<file path="config.mk">
export PLATFORM = sky130hd
export DESIGN_NAME = ser_frame_receiver
export DESIGN_NICKNAME = d
export VERILOG_FILES = /design/src/rtl/ser_pkg.sv /design/src/rtl/ser_bit_sync.sv /design/src/rtl/ser_frame_receiver.sv
export SDC_FILE = /design/constraint.sdc
export NUM_CORES = 1
export LEC_CHECK = 0
export BUFFER_PORTS_ARGS = -buffer_cell sky130_fd_sc_hd__buf_2
export CAP_MARGIN = 10
export CORE_MARGIN = 4
export CORE_UTILIZATION = 50
export CTS_CLUSTER_SIZE = 16
export DETAILED_ROUTE_END_ITERATION = 7
export GPL_ROUTABILITY_DRIVEN = 0
export HOLD_SLACK_MARGIN = 0.15
export PLACE_DENSITY = 0.75
export SYNTH_ARGS = -nofsm -noshare
export SYNTH_HDL_FRONTEND = slang
export SYNTH_SLANG_ARGS = --single-unit
</file>
<file path="constraint.sdc">
create_clock -name clk -period 2.3 [get_ports clk]
set_input_delay 0.23 -clock clk [delete_from_list [all_inputs] [get_ports clk]]
set_output_delay 0.23 -clock clk [all_outputs]
set_load 0.02 [all_outputs]
</file>
<file path="src/rtl/ser_pkg.sv">
// Shared definitions for the serial link: FSM encoding, synchronizer depth and idle line level.
// The serializer side uses the same package so both ends agree on the framing.
package ser_pkg;

   typedef enum logic [1:0] {
      IDLE  = 2'd0,
      START = 2'd1,
      DATA  = 2'd2,
      STOP  = 2'd3
   } ser_state_e;

   localparam int   SYNC_STAGES = 2;
   localparam logic IDLE_LEVEL  = 1'b1;

   // Index counters need at least one bit even for single-bit words.
   function automatic int idx_width(input int n);
      return (n > 1) ? $clog2(n) : 1;
   endfunction

endpackage

</file>
<file path="src/rtl/ser_bit_sync.sv">
// Multi-flop synchronizer for the asynchronous serial input.
// Resets to the idle line level so a reset never looks like a start bit.
module ser_bit_sync
   import ser_pkg::*;
#(
   parameter int STAGES = SYNC_STAGES
) (
   input  logic clk,
   input  logic nreset,
   input  logic din,
   output logic dout
);

   logic [STAGES-1:0] sync_q;
   logic [STAGES-1:0] sync_d;

   assign sync_d[0] = din;
   for (genvar gi = 1; gi < STAGES; gi++) begin : g_stage
      assign sync_d[gi] = sync_q[gi-1];
   end

   always_ff @(posedge clk or negedge nreset) begin
      if (!nreset) begin
         sync_q <= {STAGES{IDLE_LEVEL}};
      end else begin
         sync_q <= sync_d;
      end
   end

   assign dout = sync_q[STAGES-1];

endmodule

</file>
<file path="src/rtl/ser_frame_receiver.sv">
// Serial frame receiver: start bit, WIDTH data bits LSB first, stop bit, sampled at mid-bit.
// Delivers words on a valid/ready port and pulses frame_err / overrun.
module ser_frame_receiver
   import ser_pkg::*;
#(
   parameter int WIDTH        = 8,
   parameter int CLKS_PER_BIT = 8
) (
   input  logic             clk,
   input  logic             nreset,
   input  logic             sin,
   output logic [WIDTH-1:0] dout,
   output logic             dout_valid,
   input  logic             dout_ready,
   output logic             frame_err,
   output logic             overrun,
   output logic             busy
);

   localparam int CW = $clog2(CLKS_PER_BIT);
   localparam int IW = idx_width(WIDTH);
   localparam logic [CW-1:0] HALF_RELOAD = CW'(CLKS_PER_BIT / 2 - 1);
   localparam logic [CW-1:0] FULL_RELOAD = CW'(CLKS_PER_BIT - 1);
   localparam logic [IW-1:0] LAST_IDX    = IW'(WIDTH - 1);

   logic             s;
   ser_state_e       state_q, state_d;
   logic [CW-1:0]    cnt_q, cnt_d;
   logic [IW-1:0]    idx_q, idx_d;
   logic [WIDTH-1:0] shift_q, shift_d;
   logic [WIDTH-1:0] dout_q, dout_d;
   logic             dout_valid_q, dout_valid_d;
   logic             frame_err_q, frame_err_d;
   logic             overrun_q, overrun_d;
   logic             busy_q, busy_d;
   logic             deliver;
   logic [WIDTH:0]   shift_ext;

   ser_bit_sync #(.STAGES(SYNC_STAGES)) u_sync (
      .clk    (clk),
      .nreset (nreset),
      .din    (sin),
      .dout   (s)
   );

   always_comb begin
      state_d     = state_q;
      cnt_d       = cnt_q;
      idx_d       = idx_q;
      shift_d     = shift_q;
      deliver     = 1'b0;
      frame_err_d = 1'b0;
      shift_ext   = {s, shift_q};

      case (state_q)
         IDLE: begin
            if (!s) begin
               state_d = START;
               cnt_d   = HALF_RELOAD;
            end
         end
         START: begin
            if (cnt_q == '0) begin
               // A start bit that is high again at mid-bit was only a glitch.
               if (!s) begin
                  state_d = DATA;
                  cnt_d   = FULL_RELOAD;
                  idx_d   = '0;
               end else begin
                  state_d = IDLE;
               end
            end else begin
               cnt_d = cnt_q - CW'(1);
            end
         end
         DATA: begin
            if (cnt_q == '0) begin
               shift_d = shift_ext[WIDTH:1];
               cnt_d   = FULL_RELOAD;
               if (idx_q == LAST_IDX) begin
                  state_d = STOP;
               end else begin
                  idx_d = idx_q + IW'(1);
               end
            end else begin
               cnt_d = cnt_q - CW'(1);
            end
         end
         STOP: begin
            if (cnt_q == '0) begin
               state_d = IDLE;
               if (s) begin
                  deliver = 1'b1;
               end else begin
                  frame_err_d = 1'b1;
               end
            end else begin
               cnt_d = cnt_q - CW'(1);
            end
         end
         default: state_d = IDLE;
      endcase

      dout_d       = dout_q;
      dout_valid_d = dout_valid_q;
      overrun_d    = 1'b0;
      // A word landing while the old one is accepted on the same edge replaces it cleanly.
      if (deliver) begin
         if (!dout_valid_q || dout_ready) begin
            dout_d       = shift_q;
            dout_valid_d = 1'b1;
         end else begin
            overrun_d = 1'b1;
         end
      end else if (dout_valid_q && dout_ready) begin
         dout_valid_d = 1'b0;
      end

      busy_d = (state_d != IDLE);
   end

   always_ff @(posedge clk or negedge nreset) begin
      if (!nreset) begin
         state_q      <= IDLE;
         cnt_q        <= '0;
         idx_q        <= '0;
         shift_q      <= '0;
         dout_q       <= '0;
         dout_valid_q <= 1'b0;
         frame_err_q  <= 1'b0;
         overrun_q    <= 1'b0;
         busy_q       <= 1'b0;
      end else begin
         state_q      <= state_d;
         cnt_q        <= cnt_d;
         idx_q        <= idx_d;
         shift_q      <= shift_d;
         dout_q       <= dout_d;
         dout_valid_q <= dout_valid_d;
         frame_err_q  <= frame_err_d;
         overrun_q    <= overrun_d;
         busy_q       <= busy_d;
      end
   end

   assign dout       = dout_q;
   assign dout_valid = dout_valid_q;
   assign frame_err  = frame_err_q;
   assign overrun    = overrun_q;
   assign busy       = busy_q;

endmodule

</file>
==> flow_metrics.tcl <==
set metrics [dict create \
    fmax_mhz 530.5 \
    rsz0062_at_grt "false" \
    ys_warn_count 0 \
    final_cell_mix "dfrtp_1, buf_2, mux2_2, ha_1, mux2_4" \
    path_clk_slew_ns 0.10 \
    netlist_area_um2 1463 \
    fill_cells 243 \
    grt_use_met3 0.05579 \
    yosysSeqAreaShare 0.5150 \
    hold_slack_ns 0.1937 \
    crit_chain "inv_1 > ha_1 > nor2b_4 > nand3_4 > nor2b_4 > mux2_4" \
    yosys_most_used_dff "dfrtp_1" \
    reg2reg_from "cnt_q[0]" \
    antenna_found_initial 0 \
    drtIter0Drc 19 \
    seqPwrFrac 0.407 \
    syn2layout_area_growth_pct 11.12 \
    power_frac_comb 0.420 \
    dr.pass1.iters 7 \
    ys_types 35 \
    finalSetupViolations 0 \
    syn_nets 124 \
    initial_core_util 0.5259 \
    clkPwrFrac 0.173 \
    cts_root_buffer "clkbuf_4" \
    ios 16 \
    grt_max_degree 31 \
    crit_slowest_cell "dfrtp_1" \
    postSynthCellCount 111 \
    fin_crit_ns 1.885 \
    switching_share 0.3787 \
    dieHeight_um 62.09 \
    use_met2 0.2249 \
    p_leak_uw 0.0008050 \
    track_usage 0.1479 \
    critPathLaunch "cnt_q[0]" \
    crit_buf_inv 1 \
    post-route-period-util 0.8195 \
    cts_resized 0 \
    viasPerCell 5.552 \
    coreArea_um2 2781 \
    start_kind "flop" \
    num_rows 19 \
    critPathTopFamily "simple AND/OR/NAND/NOR gates" \
    hpwl_um 1760 \
    hold_class "input pin to flop" \
    drc 0 \
    tns_ns 0 \
    numPortBuffers 15 \
    ir_drop_mv 0.7438 \
    criticalPathCategory "flop to flop" \
    worstSetupEndpointType "flop" \
    grtUsageMet1 0.1841 \
    worst_r2r_path_depth 6 \
    wl_um 2442 \
    clk_latency_ns 0.33 \
    async_flop_share 1.000 \
    nets 144 \
    layout_commonest_cell "dfrtp_1" \
    arrival_ns 2.11 \
    p_total_uw 1914 \
    n_antenna_cell 0 \
    hold_viol 0 \
    dieArea_um2 3855 \
    status "finished clean" \
    overflow 0 \
    path_max_fanout 8 \
    cp_common_cell "nor2b_4" \
    tightest_slew_ns 0.6342 \
    grt_busiest_layer "met2" \
    internal-power_uw 1189 \
    slowest_delay_ns 0.41 \
    hold_end "overrun" \
    hold_start "dout_ready" \
    timing.max_slew.rel_slack 0.5772 \
    crit_required_ns 2.52 \
    cts_tree "built" \
    grt_pass1_wl_um 4029 \
    cts_buffers 5 \
    drive_gt1_frac 0.3939 \
    post_drt_wl_per_cell_um 14.98 \
    drv_cap 0 \
    r2r_end "dout[7]" \
    final.setup_skew_ns 0.008659 \
    reg2reg_slack_ns 0.42 \
    p_per_area_nw_per_um2 1178 \
    vias 905 \
    hold_depth 3 \
    avgSynthCellArea_um2 13.18 \
    p_switching_uw 724.8 \
    synth-edff-count 0 \
    htree_num_levels 2 \
    final-max-slew-violation-count 0 \
    synth_seq_cells 30 \
    clock_sinks 30 \
    postRouteAntennaNets 0 \
    chipWidth_um 62.09 \
    cts_max_path_buffers 2 \
    grt_pass1_vias 920 \
]
-- state kept, by name, indices dropped and copies added, names as in the netlist --
signal,count
idx_q,3
dout,8
frame_err,1
u_sync.sync_q,2
shift_q,8
overrun,1
busy,1
state_q,2
dout_valid,1
cnt_q,3
-- worst register-to-register path: cells and delay by family, from the launching register on --
kind / cells / cell delay (ns)
adders and majority gates: 1 / 0.25
buffers and inverters: 1 / 0.09
DFF: 1 / 0.41
muxes: 1 / 0.33
and+or+nand+nor: 3 / 0.70
-- synthesized netlist by cell type, types with 3 or more instances --
cell type  instances  area [um2]
ha_1               9       112.6
nor2_1             3       11.26
mux2_2             9       101.4
mux2_4             8       120.1
a21oi_1            4       20.02
inv_1              4       15.01
nand2_1            6       22.52
o21ai_0            4       20.02
dfrtp_1           28       700.7
nor2b_1            3       18.77
-- through the flow --
stage               area [um2]  setup slack, ns    util  std cells
floorplan                 1463           0.6225       -        111
global placement          1541           0.4883  0.5542        153
detailed placement        1541           0.4157  0.5542        153
CTS                       1625           0.4160  0.5843        163
global route              1625           0.3080  0.5843        163
finish                    1625           0.4152  0.5843        163
-- cell type report --
class / count / area, um2 / area share
Inverter: 4 / 15.01 / 0.009238
Clock inverter: 2 / 12.51 / 0.007698
Timing Repair Buffer: 17 / 95.09 / 0.05851
Tap cell: 31 / 38.79 / 0.02386
Sequential cell: 30 / 753.2 / 0.4634
Clock buffer: 6 / 51.30 / 0.03156
Multi-Input combinational cell: 73 / 659.4 / 0.4057
-- kinds of logic after synthesis --
family          count (synthesis)  synth area share
compound gates                 19           0.09581
buf+inv                         8           0.03422
fa+ha+maj                       9           0.07699
simple gates                   28            0.1266
flops                          30            0.5150
mux                            17            0.1514
-- how the worst max path moves through the flow --
stage / end / depth (start not counted) / slack (ns)
6_report: dout[7] / 6 / 0.42
3_5_place_dp: dout[6] / 6 / 0.42
3_3_place_gp: dout[1] / 6 / 0.49
5_1_grt: dout[0] / 6 / 0.31
4_1_cts: dout[6] / 6 / 0.42
2_1_floorplan: dout[0] / 7 / 0.62
-- power groups by stage --
stage / sequential, uW / combinational [uW] / clock [uW]
final: 779 / 803 / 332
after global placement: 779 / 755 / 0
after global routing: 800 / 884 / 367
after detailed placement: 790 / 797 / 0
after CTS: 779 / 804 / 342
after floorplan: 802 / 596 / 0
-- layer usage --
metal | vias up | wire [um]
met1 | 450 | 1071
met2 | 20 | 1193
li1 | 429 | -
met5 | - | 0
met4 | 0 | 42
met3 | 6 | 134
-- timing repair --
action                                 4_1_cts  5_1_grt
hold buffers                                 2        0
endpoints found under the hold margin       29        0
buffers inserted                             0        0
Power figures use the tool's default switching activity.
